$ cat src/rtl/iq_word_decimator_if.sv
// Bundles the decimator's control, packed input word and decimated outputs
// into one interface.
//   master : drives word_in/word_valid/start/abort/record_len/dec_shift,
//            observes data_out_i/data_out_q/data_valid/busy/done
//   slave  : the decimator side (inverse directions)
interface iq_word_decimator_if #(
  parameter int unsigned SAMPLE_W = 16
);
  logic [8*SAMPLE_W-1:0] word_in;
  logic                  word_valid;
  logic                  start;
  logic                  abort;
  logic [31:0]           record_len;
  logic [3:0]            dec_shift;
  logic [SAMPLE_W-1:0]   data_out_i;
  logic [SAMPLE_W-1:0]   data_out_q;
  logic                  data_valid;
  logic                  busy;
  logic                  done;

  modport master (
    output word_in, word_valid, start, abort, record_len, dec_shift,
    input  data_out_i, data_out_q, data_valid, busy, done
  );

  modport slave (
    input  word_in, word_valid, start, abort, record_len, dec_shift,
    output data_out_i, data_out_q, data_valid, busy, done
  );
endinterface

$ cat src/rtl/iq_word_decimator.sv
// Averages the four signed I and four signed Q lanes of each packed word, then
// block-averages 2^dec_shift words into one decimated I/Q sample. Emits
// record_len samples per armed record, then pulses done.
//   clk, rst : clock and asynchronous active-high reset
//   bus      : slave modport of iq_word_decimator_if
//              (word_in {i0..i3,q0..q3}, word_valid, start, abort, record_len,
//               dec_shift in; data_out_i/q, data_valid, busy, done out)
module iq_word_decimator #(
  parameter int unsigned SAMPLE_W = 16,
  parameter int unsigned DEC_MAX  = 8,
  parameter int unsigned ACC_W    = 26
) (
  input  logic               clk,
  input  logic               rst,
  iq_word_decimator_if.slave bus
);
  localparam int unsigned SUM_W = SAMPLE_W + 2;
  localparam int unsigned SH_W  = 4;
  localparam int unsigned CNT_W = DEC_MAX;
  localparam int unsigned LEN_W = 32;

  typedef enum logic {IDLE = 1'b0, RUN = 1'b1} state_t;

  state_t                    state_q, state_d;
  logic [LEN_W-1:0]          len_q, ocnt_q;
  logic [SH_W-1:0]           shift_q, shift_clamp;
  logic [CNT_W-1:0]          wcnt_q, wcnt_last;
  logic [CNT_W:0]            blk_len;
  logic [SH_W:0]             sh_amt;
  logic signed [ACC_W-1:0]   acc_i_q, acc_q_q, base_i, base_q, tot_i, tot_q;
  logic signed [SUM_W-1:0]   si_q, sq_q, lane_i_sum, lane_q_sum;
  logic                      sv_q;
  logic                      block_end, last_out;
  logic                      data_valid_d, done_d, busy_d;
  logic [SAMPLE_W-1:0]       out_i_q, out_q_q;
  logic                      data_valid_q, done_q, busy_q;

  // Lane sums of the incoming word, sign-extended to SUM_W
  always_comb begin
    lane_i_sum = '0;
    lane_q_sum = '0;
    for (int n = 0; n < 4; n++) begin
      lane_i_sum = lane_i_sum + SUM_W'($signed(bus.word_in[(7-n)*SAMPLE_W +: SAMPLE_W]));
      lane_q_sum = lane_q_sum + SUM_W'($signed(bus.word_in[(3-n)*SAMPLE_W +: SAMPLE_W]));
    end
  end

  // Block bookkeeping and running totals for the stage-2 word
  always_comb begin
    shift_clamp = (bus.dec_shift > SH_W'(DEC_MAX)) ? SH_W'(DEC_MAX) : bus.dec_shift;
    blk_len     = (CNT_W+1)'(1) << shift_q;
    wcnt_last   = CNT_W'(blk_len - (CNT_W+1)'(1));
    sh_amt      = (SH_W+1)'(shift_q) + (SH_W+1)'(2);
    base_i      = (wcnt_q == '0) ? '0 : acc_i_q;
    base_q      = (wcnt_q == '0) ? '0 : acc_q_q;
    tot_i       = base_i + ACC_W'(si_q);
    tot_q       = base_q + ACC_W'(sq_q);
    block_end   = (state_q == RUN) && sv_q && (wcnt_q == wcnt_last);
    last_out    = block_end && ((ocnt_q + LEN_W'(1)) == len_q);
  end

  // State register
  always_ff @(posedge clk or posedge rst) begin
    if (rst) state_q <= IDLE;
    else     state_q <= state_d;
  end

  // Next-state logic; abort takes priority over the final output
  always_comb begin
    state_d = state_q;
    case (state_q)
      IDLE:    if (bus.start && (bus.record_len != '0)) state_d = RUN;
      RUN:     if (bus.abort || last_out) state_d = IDLE;
      default: state_d = IDLE;
    endcase
  end

  // Output decode, registered below
  always_comb begin
    data_valid_d = 1'b0;
    done_d       = 1'b0;
    busy_d       = (state_d == RUN);
    case (state_q)
      IDLE: done_d = bus.start && (bus.record_len == '0);
      RUN: begin
        data_valid_d = block_end && !bus.abort;
        done_d       = last_out && !bus.abort;
      end
      default: ;
    endcase
  end

  // Stage-1 lane sums, stage-2 accumulation and registered outputs
  always_ff @(posedge clk or posedge rst) begin
    if (rst) begin
      len_q        <= '0;
      ocnt_q       <= '0;
      shift_q      <= '0;
      wcnt_q       <= '0;
      acc_i_q      <= '0;
      acc_q_q      <= '0;
      si_q         <= '0;
      sq_q         <= '0;
      sv_q         <= 1'b0;
      out_i_q      <= '0;
      out_q_q      <= '0;
      data_valid_q <= 1'b0;
      done_q       <= 1'b0;
      busy_q       <= 1'b0;
    end else begin
      data_valid_q <= data_valid_d;
      done_q       <= done_d;
      busy_q       <= busy_d;
      sv_q         <= (state_q == RUN) && bus.word_valid;
      if ((state_q == RUN) && bus.word_valid) begin
        si_q <= lane_i_sum;
        sq_q <= lane_q_sum;
      end
      if ((state_q == IDLE) && (state_d == RUN)) begin
        len_q   <= bus.record_len;
        shift_q <= shift_clamp;
        wcnt_q  <= '0;
        ocnt_q  <= '0;
      end else if ((state_q == RUN) && sv_q && !bus.abort) begin
        if (wcnt_q == wcnt_last) begin
          // Dividing by 4*2^shift with an arithmetic shift gives the floored mean
          out_i_q <= SAMPLE_W'(tot_i >>> sh_amt);
          out_q_q <= SAMPLE_W'(tot_q >>> sh_amt);
          wcnt_q  <= '0;
          ocnt_q  <= ocnt_q + LEN_W'(1);
        end else begin
          acc_i_q <= tot_i;
          acc_q_q <= tot_q;
          wcnt_q  <= wcnt_q + CNT_W'(1);
        end
      end
    end
  end

  assign bus.data_out_i = out_i_q;
  assign bus.data_out_q = out_q_q;
  assign bus.data_valid = data_valid_q;
  assign bus.done       = done_q;
  assign bus.busy       = busy_q;

endmodule

$ cat src/flat_wrapper.sv
// flat-port wrapper written by rule: the top's interface ports become plain ports
module iq_word_decimator_flat 
#(
  parameter int unsigned SAMPLE_W = 16,
  parameter int unsigned DEC_MAX  = 8,
  parameter int unsigned ACC_W    = 26
)
  (clk, rst, bus_word_in, bus_word_valid, bus_start, bus_abort, bus_record_len, bus_dec_shift, bus_data_out_i, bus_data_out_q, bus_data_valid, bus_busy, bus_done);
  iq_word_decimator_if #(.SAMPLE_W(SAMPLE_W)) bus_i ();
  input  logic clk;
  input  logic rst;
  input wire logic [$bits(bus_i.word_in)-1:0] bus_word_in;
  input wire logic [$bits(bus_i.word_valid)-1:0] bus_word_valid;
  input wire logic [$bits(bus_i.start)-1:0] bus_start;
  input wire logic [$bits(bus_i.abort)-1:0] bus_abort;
  input wire logic [$bits(bus_i.record_len)-1:0] bus_record_len;
  input wire logic [$bits(bus_i.dec_shift)-1:0] bus_dec_shift;
  output wire logic [$bits(bus_i.data_out_i)-1:0] bus_data_out_i;
  output wire logic [$bits(bus_i.data_out_q)-1:0] bus_data_out_q;
  output wire logic [$bits(bus_i.data_valid)-1:0] bus_data_valid;
  output wire logic [$bits(bus_i.busy)-1:0] bus_busy;
  output wire logic [$bits(bus_i.done)-1:0] bus_done;
  assign bus_i.word_in = bus_word_in;
  assign bus_i.word_valid = bus_word_valid;
  assign bus_i.start = bus_start;
  assign bus_i.abort = bus_abort;
  assign bus_i.record_len = bus_record_len;
  assign bus_i.dec_shift = bus_dec_shift;
  assign bus_data_out_i = bus_i.data_out_i;
  assign bus_data_out_q = bus_i.data_out_q;
  assign bus_data_valid = bus_i.data_valid;
  assign bus_busy = bus_i.busy;
  assign bus_done = bus_i.done;
  iq_word_decimator #(.SAMPLE_W(SAMPLE_W), .DEC_MAX(DEC_MAX), .ACC_W(ACC_W)) u_core (.clk(clk), .rst(rst), .bus(bus_i));
endmodule
$ cat config.mk
export PLATFORM = sky130hd
export DESIGN_NAME = iq_word_decimator_flat
export DESIGN_NICKNAME = d
export VERILOG_FILES = /design/src/rtl/iq_word_decimator_if.sv /design/src/rtl/iq_word_decimator.sv /design/src/flat_wrapper.sv
export SDC_FILE = /design/constraint.sdc
export NUM_CORES = 1
export LEC_CHECK = 0
export ABC_AREA = 1
export CAP_MARGIN = 0
export CORE_MARGIN = 5
export CORE_UTILIZATION = 35
export CTS_BUF_LIST = sky130_fd_sc_hd__clkbuf_16
export CTS_CLUSTER_DIAMETER = 200
export CTS_CLUSTER_SIZE = 16
export DETAILED_ROUTE_END_ITERATION = 8
export GPL_TIMING_DRIVEN = 0
export HOLD_SLACK_MARGIN = 0.02
export SLEW_MARGIN = 40
export SYNTH_ARGS = -nofsm -noshare
export SYNTH_HDL_FRONTEND = slang
export SYNTH_SLANG_ARGS = --single-unit
$ cat constraint.sdc
create_clock -name clk -period 14.2 [get_ports clk]
set_clock_uncertainty 0.15 [all_clocks]
set_input_delay 4.26 -clock clk [delete_from_list [all_inputs] [get_ports clk]]
set_output_delay 4.26 -clock clk [all_outputs]
set_load 0.05 [all_outputs]
==> impl_metrics.json, run 1 <==
{
  "wire_length_of_the_first_global_routing_pass_mm": 104,
  "detail_route.iter0.violations": 1216,
  "yosys.area.top_type_share": 0.270,
  "crit-reg2reg-capture": "u_core.bus.data_out_i[1]$_DFFE_PP0P_",
  "grt.met1_usage": 0.286,
  "cts_made_buffers": 17,
  "clk_transition_reported_paths_ns": 0.08,
  "port_buffers": 203,
  "grt_start_max_net_pins": 72,
  "finalWorstPathRequiredPeriod_ns": 7.70,
  "gr_met3_demand_resource": 0.0323,
  "end_kind": "flip-flop",
  "run_status": "completed",
  "count_of_tritonroute_iterations_in_the_first_routing_pass": 6,
  "postSynthAreaPerCell_um2": 6.62,
  "placement_rows": 84,
  "max-cap-violations": 0,
  "die_height_um": 240,
  "timing.final.max_slew_violations": 0,
  "number_of_antenna_violations_at_the_first_check_in_global_routing": 1,
  "coreArea_um2": 52600,
  "setup-violations-final": 0,
  "worst_setup_path_start_kind": "input port",
  "drt_drc_violations_left": 0,
  "cts_hold_buffers": 0,
  "cts.htree.levels": 4,
  "yosys_warnings": 0,
  "p_int_w": 0.00162,
  "post_synth_instance_area_um2": 18600,
  "post_drt_wl_per_cell_um": 17.5,
  "worstHoldStart": "u_core.bus.data_out_i[0]$_DFFE_PP0P_",
  "cts_tree": "done",
  "synth_cells": 2804,
  "initial_core_util": 0.353,
  "grt_setup_unrepaired": "no",
  "synth_seq_cells": 200,
  "fraction_of_layout_instances_using_a_drive_strength_above_1": 0.0322,
  "post-route-util": 0.421,
  "flow.area_growth_from_synthesis_pct": 19.2,
  "power.net_switching_w": 0.00170,
  "global_route.overflow_total": 0,
  "timing_worst_setup_path_type": "in2reg",
  "whs_path_depth": 2,
  "comb_power_share": 0.602,
  "boundaryPins": 204,
  "average_via_count_per_standard_cell": 5.12,
  "p_leak_nw": 10.9,
  "worst_ir_drop_vdd_mv": 0.116,
  "min_delay_worst_endpoint": "u_core.bus.data_out_i[0]$_DFFE_PP0P_",
  "min-delay-path-class": "reg2reg",
  "routed-via-count": 19100,
  "postSynthNetCount": 3130,
  "cts.sinks": 200,
  "weighted_congestion_reported_at_the_end_of_routability_driven_placement": 0.948,
  "final_critical_path_setup_slack_ns": 6.50,
  "via_count_of_the_first_global_routing_pass": 19400,
  "yosys-top-cells-area": "dfrtp_1 (27%), nand2_1 (18%), nand3_1 (9.7%)",
  "dominant_synthesized_flop_cell": "dfrtp_1",
  "dpl.hpwl_mm": 53.9,
  "detailedPlace.worstSlack_ns": 5.98,
  "timing.reg2reg.setup_slack_ns": 8.87,
  "finalNetCount": 3354,
  "dieWidth_um": 240,
  "worst-endpoint-arrival_ns": 7.95,
  "worst_max_slew_margin_expressed_relative_to_the_limit": 0.442,
  "fmaxAchievable_mhz": 130,
  "grt_util_met2": 0.409,
  "cts_root_buf": "clkbuf_16",
  "clock_path_buffers": 2,
  "detail-route-antenna-nets": 0,
  "postSynth.asyncResetShare": 1.00,
  "fin_setup_tns_ns": 0,
  "worstPathMaxFanout": 4,
  "final_hold_fails": 0,
  "yosysTopAreaCell": "dfrtp_1",
  "sequentialPowerShare": 0.243,
  "power_w": 0.00333,
  "worst_pin_slew_ns": 0.837,
  "die-area_um2": 57800,
  "reg2regPathDepth": 24,
  "postCtsResizedCells": 0,
  "switching_share": 0.513,
  "worst-endpoint-required_ns": 14.45,
  "power_share_of_the_clock_group": 0.155,
  "r2r-start": "u_core.wcnt_q[0]$_DFFE_PP0P_",
  "clock_insertion_delay_worst_skew_ns": 0.51,
  "holdWs_ns": 0.335,
  "synth-seq-area-share": 0.270,
  "power.density_cell_area_nw_per_um2": 150,
  "grt-busiest-layer": "met2",
  "wl_mm": 65.3,
  "grt_util_all_layers": 0.228,
  "synth_cell_types": 53,
  "post-cts-setup-buffer-count": 0,
  "synth-edff-count": 0,
  "post-route-period-util": 0.542
}
==> critical path, stage by stage <==
cell and delay (ns):
clkdlybuf4s50_1 0.43, fa_1 0.52, fa_1 0.53, ha_1 0.23
inv_1 0.07, fa_1 0.40, o21bai_1 0.24, a21boi_0 0.22
o21ai_2 0.23, nand2_1 0.08, nand2_1 0.09, nand2_1 0.06
nand2_1 0.09, a21boi_0 0.11, or2_2 0.28, nand3_1 0.07
nand2_1 0.05
==> Yosys cell counts (3+ instances only) <==
cell type,count
nand3_1,360
inv_1,380
o211ai_1,4
ha_1,89
a21boi_0,9
nand4_1,40
nand3b_1,7
xnor3_1,3
nand2_1,897
buf_1,14
fa_1,68
nor4_1,12
o21bai_1,6
nor2_1,184
a21oi_1,89
a31oi_1,12
o22ai_1,23
a22o_1,3
and2_1,10
clkbuf_1,60
buf_4,7
a21boi_1,5
o21ai_1,8
or2_2,26
inv_2,7
nor3_1,14
xor2_1,62
o31ai_1,3
o21ai_0,137
a2bb2oi_1,11
xnor2_1,17
buf_2,7
dfrtp_1,200
a21o_1,4
nor2_2,4
==> registers in the layout (all words and copies together), names as in the netlist <==
| register | flops |
|---|---|
| u_core.sv_q | 1 |
| u_core.bus.data_out_i | 16 |
| u_core.ocnt_q | 32 |
| u_core.acc_q_q | 26 |
| u_core.state_q | 1 |
| u_core.bus.done | 1 |
| u_core.bus.data_valid | 1 |
| u_core.len_q | 32 |
| u_core.sq_q | 18 |
| u_core.shift_q | 4 |
| u_core.wcnt_q | 8 |
| u_core.bus.data_out_q | 16 |
| u_core.acc_i_q | 26 |
| u_core.si_q | 18 |
==> power by group through the flow <==
| stage | clock network (W) | registers, W | logic, W |
|---|---|---|---|
| 2_1_floorplan | 0 | 0.000795 | 0.00137 |
| 3_3_place_gp | 0 | 0.000819 | 0.00197 |
| 3_5_place_dp | 0 | 0.000820 | 0.00198 |
| 4_1_cts | 0.000533 | 0.000810 | 0.00199 |
| 5_1_grt | 0.000550 | 0.000823 | 0.00225 |
| 6_report | 0.000516 | 0.000808 | 0.00200 |
==> area by class of cell <==
cell class	count	area, um2
inverters	387	1460
fillers	5583	30400
clock buffers	17	425
diodes	1	2.50
clock inverters	15	179
repair buffers	205	2090
plain buffers	90	385
well taps	688	861
flip-flops and latches	200	5000
multi-input cells	2127	11700
==> through the flow <==
step                std cells  cell area, um2
floorplan                2804           18600
global placement         3695           21500
detailed placement       3697           21500
CTS                      3729           22100
global route             3729           22100
finish                   3730           22100
==> placed cells by master (no fill, tap or decap), types with 11 or more instances in the layout <==
cell type / count
a31oi_1: 12
xor2_1: 62
nor2_1: 184
clkdlybuf4s50_1: 203
a21oi_1: 89
or2_2: 26
nor4_1: 12
clkbuf_16: 17
nand2_1: 897
o21ai_0: 137
fa_1: 68
dfrtp_1: 200
xnor2_1: 17
nor3_1: 14
buf_1: 14
o22ai_1: 23
clkbuf_1: 57
a2bb2oi_1: 11
nand3_1: 360
nand4_1: 40
ha_1: 89
inv_1: 380
==> worst max path at each step <==
stage / end / slack, ns / from
after floorplan: u_core.acc_i_q[0]$_DFFE_PP0P_ / 4.34 / rst
after global placement: u_core.acc_q_q[15]$_DFFE_PP0P_ / 1.36 / rst
after detailed placement: u_core.si_q[15]$_DFFE_PP0P_ / 5.98 / bus_word_in[65]
after CTS: u_core.si_q[15]$_DFFE_PP0P_ / 6.53 / bus_word_in[65]
after global routing: u_core.si_q[15]$_DFFE_PP0P_ / 6.34 / bus_word_in[65]
final: u_core.si_q[15]$_DFFE_PP0P_ / 6.50 / bus_word_in[65]
==> logic make-up after synthesis <==
logic type                 share of synthesized area
buffers and inverters                         0.0988
DFF                                            0.270
xor gates and xnor gates                      0.0418
and+or+nand+nor                                0.358
adders and majority gates                      0.133
AOI/OAI and AO/OA                             0.0990
==> routing by layer <==
| metal | wire (um) | vias up |
|---|---|---|
| li1 | - | 9466 |
| met1 | 27700 | 9057 |
| met2 | 33100 | 506 |
| met3 | 3040 | 78 |
| met4 | 1510 | 0 |
| met5 | 0 | - |
Power figures use the tool's default switching activity.
==> run 2: changes to the inputs <==
clock period = 6.5 ns   (was 14.2 ns; I/O delays follow)
==> impl_metrics.json, run 2 (synthesized netlist as in run 1, its figures left out) <==
{
  "worstHoldStart": "u_core.bus.data_out_i[0]$_DFFE_PP0P_",
  "clk_transition_reported_paths_ns": 0.08,
  "cp_slowest_cell": "fa_1",
  "postCtsResizedCells": 0,
  "cts_made_buffers": 17,
  "via_count_of_the_first_global_routing_pass": 19200,
  "boundaryPins": 204,
  "post-route-util": 0.425,
  "finalWorstPathRequiredPeriod_ns": 5.38,
  "number_of_antenna_violations_at_the_first_check_in_global_routing": 0,
  "reg2regPathDepth": 24,
  "average_via_count_per_standard_cell": 5.12,
  "p_leak_nw": 11.0,
  "cts_root_buf": "clkbuf_16",
  "switching_share": 0.510,
  "post-route-period-util": 0.828,
  "critical_path.cell_chain": "clkdlybuf4s50_1 -> fa_1 -> fa_1 -> ha_1 -> inv_1 -> fa_1 -> o21bai_1 -> a21boi_0 -> o21ai_2 -> nand2_1 -> nand2_1 -> nand2_1 -> nand2_1 -> a21boi_0 -> or2_2 -> nand3_1 -> nand2_1",
  "sequentialPowerShare": 0.243,
  "grt_util_all_layers": 0.227,
  "n_fill_cell": 5556,
  "clock_insertion_delay_worst_skew_ns": 0.51,
  "detail-route-antenna-nets": 0,
  "r2r-start": "u_core.wcnt_q[0]$_DFFE_PP0P_",
  "worst_ir_drop_vdd_mv": 0.263,
  "final_hold_fails": 0,
  "clock_path_buffers": 2,
  "power.net_switching_w": 0.00370,
  "detail_route.iter0.violations": 1347,
  "crit-reg2reg-capture": "u_core.bus.data_out_i[1]$_DFFE_PP0P_",
  "die-area_um2": 57800,
  "cts.htree.levels": 4,
  "drt_drc_violations_left": 0,
  "post-cts-setup-buffer-count": 0,
  "fraction_of_layout_instances_using_a_drive_strength_above_1": 0.0348,
  "power.density_cell_area_nw_per_um2": 325,
  "final_cell_mix": "nand2_1 (897), inv_1 (380), nand3_1 (360), clkdlybuf4s50_1 (203), dfrtp_1 (200)",
  "cts_hold_buffers": 0,
  "cts_tree": "done",
  "fmaxAchievable_mhz": 186,
  "p_int_w": 0.00355,
  "wl_mm": 64.9,
  "multi_input_comb_area_um2": 11700,
  "detailedPlace.worstSlack_ns": 0.578,
  "grt_setup_unrepaired": "no",
  "power_share_of_the_clock_group": 0.154,
  "stage_delay_of_the_slowest_cell_on_the_critical_path_ns": 0.52,
  "place.detailed.instances": 3705,
  "setup-violations-final": 0,
  "min-delay-path-class": "reg2reg",
  "dieWidth_um": 240,
  "whs_path_depth": 2,
  "timing.reg2reg.setup_slack_ns": 1.14,
  "fin_setup_tns_ns": 0,
  "max-cap-violations": 0,
  "layout_top_registers": "u_core.len_q x32, u_core.ocnt_q x32",
  "stdcell_count": 3737,
  "port_buffers": 203,
  "final_critical_path_setup_slack_ns": 1.12,
  "cts.sinks": 200,
  "end_kind": "flip-flop",
  "worst-endpoint-required_ns": 6.75,
  "finalNetCount": 3362,
  "worst_pin_slew_ns": 0.834,
  "worst_max_slew_margin_expressed_relative_to_the_limit": 0.444,
  "comb_power_share": 0.603,
  "worstPathMaxFanout": 4,
  "dpl.hpwl_mm": 54.2,
  "routed-via-count": 19100,
  "placement_rows": 84,
  "global_route.overflow_total": 0,
  "wire_length_of_the_first_global_routing_pass_mm": 103,
  "initial_core_util": 0.353,
  "die_height_um": 240,
  "min_delay_worst_endpoint": "u_core.bus.data_out_i[0]$_DFFE_PP0P_",
  "regArea_um2": 5000,
  "coreArea_um2": 52600,
  "run_status": "completed",
  "timing_worst_setup_path_type": "in2reg",
  "grt_start_max_net_pins": 24,
  "diode_insertion_count_for_antenna_repair": 0,
  "flow.area_growth_from_synthesis_pct": 20.3,
  "layout.cells.most_common": "nand2_1",
  "critPathMostFrequentCell": "nand2_1",
  "holdWs_ns": 0.339,
  "worst-endpoint-arrival_ns": 5.63,
  "post_drt_wl_per_cell_um": 17.4,
  "weighted_congestion_reported_at_the_end_of_routability_driven_placement": 0.958,
  "count_of_tritonroute_iterations_in_the_first_routing_pass": 6,
  "worst_setup_path_start_kind": "input port",
  "timing.final.max_slew_violations": 0
}
## run 2: cell count changes in the layout (fill, tap and decap cells not counted)
cell | before | now
diode_2 | 1 | 0
buf_12 | 0 | 1
buf_16 | 2 | 9
clkinvlp_4 | 0 | 3
inv_6 | 4 | 1
## run 2: power by group through the flow
stage,registers [W],clock network (W),logic [W]
floorplan,0.00174,0,0.00300
global placement,0.00178,0,0.00429
detailed placement,0.00179,0,0.00434
CTS,0.00176,0.00115,0.00437
global route,0.00180,0.00119,0.00493
finish,0.00176,0.00112,0.00437
## run 2: per-layer routing
metal,wire length [um],global-route usage,share of wire,up-vias
li1,-,-,-,9484
met1,27500,0.281,0.42,9059
met2,32200,0.397,0.50,463
met3,2730,0.0343,0.042,114
met4,2440,0.0916,0.038,0
met5,0,0,0,-
## run 2: how the worst max path moves through the flow
stage	start	end	slack (ns)
final	bus_word_in[65]	u_core.si_q[15]$_DFFE_PP0P_	1.12
after global routing	u_core.wcnt_q[0]$_DFFE_PP0P_	u_core.bus.data_out_i[1]$_DFFE_PP0P_	0.77
after CTS	bus_word_in[65]	u_core.si_q[15]$_DFFE_PP0P_	1.13
after detailed placement	bus_word_in[65]	u_core.si_q[15]$_DFFE_PP0P_	0.58
after global placement	rst	u_core.bus.data_out_q[13]$_DFFE_PP0P_	0.06
after floorplan	bus_word_in[65]	u_core.si_q[15]$_DFFE_PP0P_	1.39
## run 2: stage by stage
step / cell area [um2] / total power (W)
after global routing: 22300 / 0.00792
after CTS: 22300 / 0.00728
after global placement: 21500 / 0.00607
after detailed placement: 21700 / 0.00613
after floorplan: 18600 / 0.00474
final: 22300 / 0.00725
## run 2: critical path: cells and delay by family
kind,cells,cell delay (ns)
AOI/OAI and AO/OA,4,0.78
and+or+nand+nor,7,0.72
adders and majority gates,4,1.67
buffers and inverters,2,0.51
## run 2: layout make-up
cell class / count / area share
Multi-Input combinational cell: 2127 / 0.525
Sequential cell: 200 / 0.224
Timing Repair Buffer: 213 / 0.103
Inverter: 387 / 0.0652
Tap cell: 688 / 0.0385
Clock buffer: 17 / 0.0190
Buffer: 90 / 0.0173
Clock inverter: 15 / 0.00801
==> run 3: changes to the inputs <==
clock period = 4.47 ns   (was 6.5 ns; I/O delays follow)
==> impl_metrics.json, run 3 (synthesized netlist as in run 1, its figures left out) <==
{
  "detail_route.iter0.violations": 1398,
  "p_leak_nw": 11.1,
  "worst-endpoint-required_ns": 4.70,
  "via_count_of_the_first_global_routing_pass": 19300,
  "grt_util_all_layers": 0.227,
  "worstPathMaxFanout": 4,
  "dieWidth_um": 240,
  "final_critical_path_setup_slack_ns": 0.130,
  "min-delay-path-class": "reg2reg",
  "worst_pin_slew_ns": 0.833,
  "weighted_congestion_reported_at_the_end_of_routability_driven_placement": 0.945,
  "post-route-util": 0.429,
  "post-route-period-util": 0.971,
  "detail-route-antenna-nets": 0,
  "final_hold_fails": 0,
  "worst_ir_drop_vdd_mv": 0.352,
  "n_fill_cell": 5538,
  "die_height_um": 240,
  "port_buffers": 203,
  "layout.cells.most_common": "nand2_1",
  "finalWorstPathRequiredPeriod_ns": 4.34,
  "worst_setup_path_start_kind": "input port",
  "setup-violations-final": 0,
  "power.density_cell_area_nw_per_um2": 474,
  "post_drt_wl_per_cell_um": 17.3,
  "timing_worst_setup_path_type": "in2reg",
  "flow.area_growth_from_synthesis_pct": 21.4,
  "regArea_um2": 5000,
  "finalNetCount": 3373,
  "area_of_all_placed_cells_without_fillers_um2": 22500,
  "final_cell_mix": "nand2_1 (891), inv_1 (378), nand3_1 (355), clkdlybuf4s50_1 (202), dfrtp_1 (200)",
  "clock_path_buffers": 2,
  "run_status": "completed",
  "coreArea_um2": 52600,
  "clk_transition_reported_paths_ns": 0.08,
  "cts_root_buf": "clkbuf_16",
  "layout_top_registers": "u_core.len_q x32, u_core.ocnt_q x32",
  "cts_tree": "done",
  "number_of_antenna_violations_at_the_first_check_in_global_routing": 0,
  "worst_max_slew_margin_expressed_relative_to_the_limit": 0.445,
  "fmaxAchievable_mhz": 230,
  "diode_insertion_count_for_antenna_repair": 0,
  "global_route.overflow_total": 0,
  "cp_slowest_cell": "fa_1",
  "wl_mm": 64.9,
  "cts_made_buffers": 17,
  "initial_core_util": 0.353,
  "end_kind": "flip-flop",
  "grt_start_max_net_pins": 25,
  "detailed_place.area_um2": 21700,
  "drt_drc_violations_left": 0,
  "boundaryPins": 204,
  "worst-endpoint-arrival_ns": 4.57,
  "cts.sinks": 200,
  "count_of_tritonroute_iterations_in_the_first_routing_pass": 5,
  "max-cap-violations": 0,
  "critical_path.cell_chain": "clkdlybuf4s50_1 -> fa_1 -> fa_1 -> ha_4 -> inv_1 -> fa_2 -> o21bai_4 -> a21boi_2 -> o21ai_2 -> nand2_1 -> nand2_1 -> nand2_1 -> nand2_1 -> a21boi_1 -> or2_2 -> nand3_1 -> nand2_1",
  "fin_setup_tns_ns": 0,
  "dpl.hpwl_mm": 54.0,
  "placement_rows": 84,
  "fraction_of_layout_instances_using_a_drive_strength_above_1": 0.0507,
  "timing.final.max_slew_violations": 0,
  "clock_insertion_delay_worst_skew_ns": 0.50,
  "wire_length_of_the_first_global_routing_pass_mm": 103,
  "die-area_um2": 57800,
  "detailedPlace.worstSlack_ns": -0.782,
  "routed-via-count": 19200,
  "critPathMostFrequentCell": "nand2_1",
  "multi_input_comb_area_um2": 11900,
  "average_via_count_per_standard_cell": 5.12,
  "cts.htree.levels": 4,
  "stage_delay_of_the_slowest_cell_on_the_critical_path_ns": 0.54
}
run 3: cell count changes in the layout (fill, tap and decap cells not counted), sizes merged:
cell and change:
buf +13, clkbuf -2, clkdlybuf4s50 -1, clkinvlp -1, dlymetal6s2s +1, clkinv +1
run 3: per-layer routing:
layer / track usage / up-vias / share of wire
met1: 0.284 / 9122 / 0.43
met4: 0.0935 / 0 / 0.039
met2: 0.395 / 433 / 0.49
met3: 0.0302 / 125 / 0.037
li1: - / 9497 / -
met5: 0 / - / 0
run 3: worst paths after layout:
| path | from | endpoint | slack (ns) | cells after the start |
|---|---|---|---|---|
| setup / recovery | bus_word_in[65] | u_core.si_q[15]$_DFFE_PP0P_ | 0.13 | 17 |
| hold / removal | u_core.bus.data_out_q[4]$_DFFE_PP0P_ | u_core.bus.data_out_q[4]$_DFFE_PP0P_ | 0.33 | 2 |
| setup reg to reg | u_core.wcnt_q[1]$_DFFE_PP0P_ | u_core.bus.data_out_i[8]$_DFFE_PP0P_ | 0.28 | 26 |
| hold reg to reg | u_core.bus.data_out_q[4]$_DFFE_PP0P_ | u_core.bus.data_out_q[4]$_DFFE_PP0P_ | 0.33 | 2 |
| max in group asynchronous | rst | u_core.bus.data_out_q[13]$_DFFE_PP0P_ | 2.01 | 6 |
| min in group asynchronous | rst | u_core.si_q[10]$_DFFE_PP0P_ | 1.07 | 2 |
run 3: critical path: cells and delay by family:
kind	cells	cell delay (ns)
buf+inv	2	0.48
compound gates	4	0.48
fa+ha+maj	4	1.58
simple gates	7	0.69
run 3: area by class of cell:
| class | count | area share |
|---|---|---|
| plain buffers | 90 | 0.0183 |
| clock buffers | 17 | 0.0189 |
| clock inverters | 15 | 0.00788 |
| inverters | 387 | 0.0646 |
| multi-input cells | 2127 | 0.526 |
| flip-flops and latches | 200 | 0.222 |
| well taps | 688 | 0.0382 |
| repair buffers | 224 | 0.104 |
run 3: power breakdown:
part	internal, W	switching, W
logic	0.00223	0.00427
registers	0.00226	0.000302
clock network	0.000756	0.000875
total	0.00525	0.00545
run 3: timing repair:
| item | 4_1_cts | 5_1_grt |
|---|---|---|
| hold buffers | 0 | 0 |
| setup endpoints to repair | 37 | 44 |
| setup buffers | 1 | 11 |
| gates cloned | 0 | 0 |
| pin swaps | 3 | 16 |
| gates resized for setup | 16 | 43 |
run 3: per-stage QoR:
step / total power, W / hold slack [ns] / std cells
floorplan: 0.00689 / 0.301 / 2804
global placement: 0.00883 / 0.319 / 3695
detailed placement: 0.00892 / 0.322 / 3704
CTS: 0.0106 / 0.342 / 3737
global route: 0.0117 / 0.371 / 3748
finish: 0.0107 / 0.335 / 3748
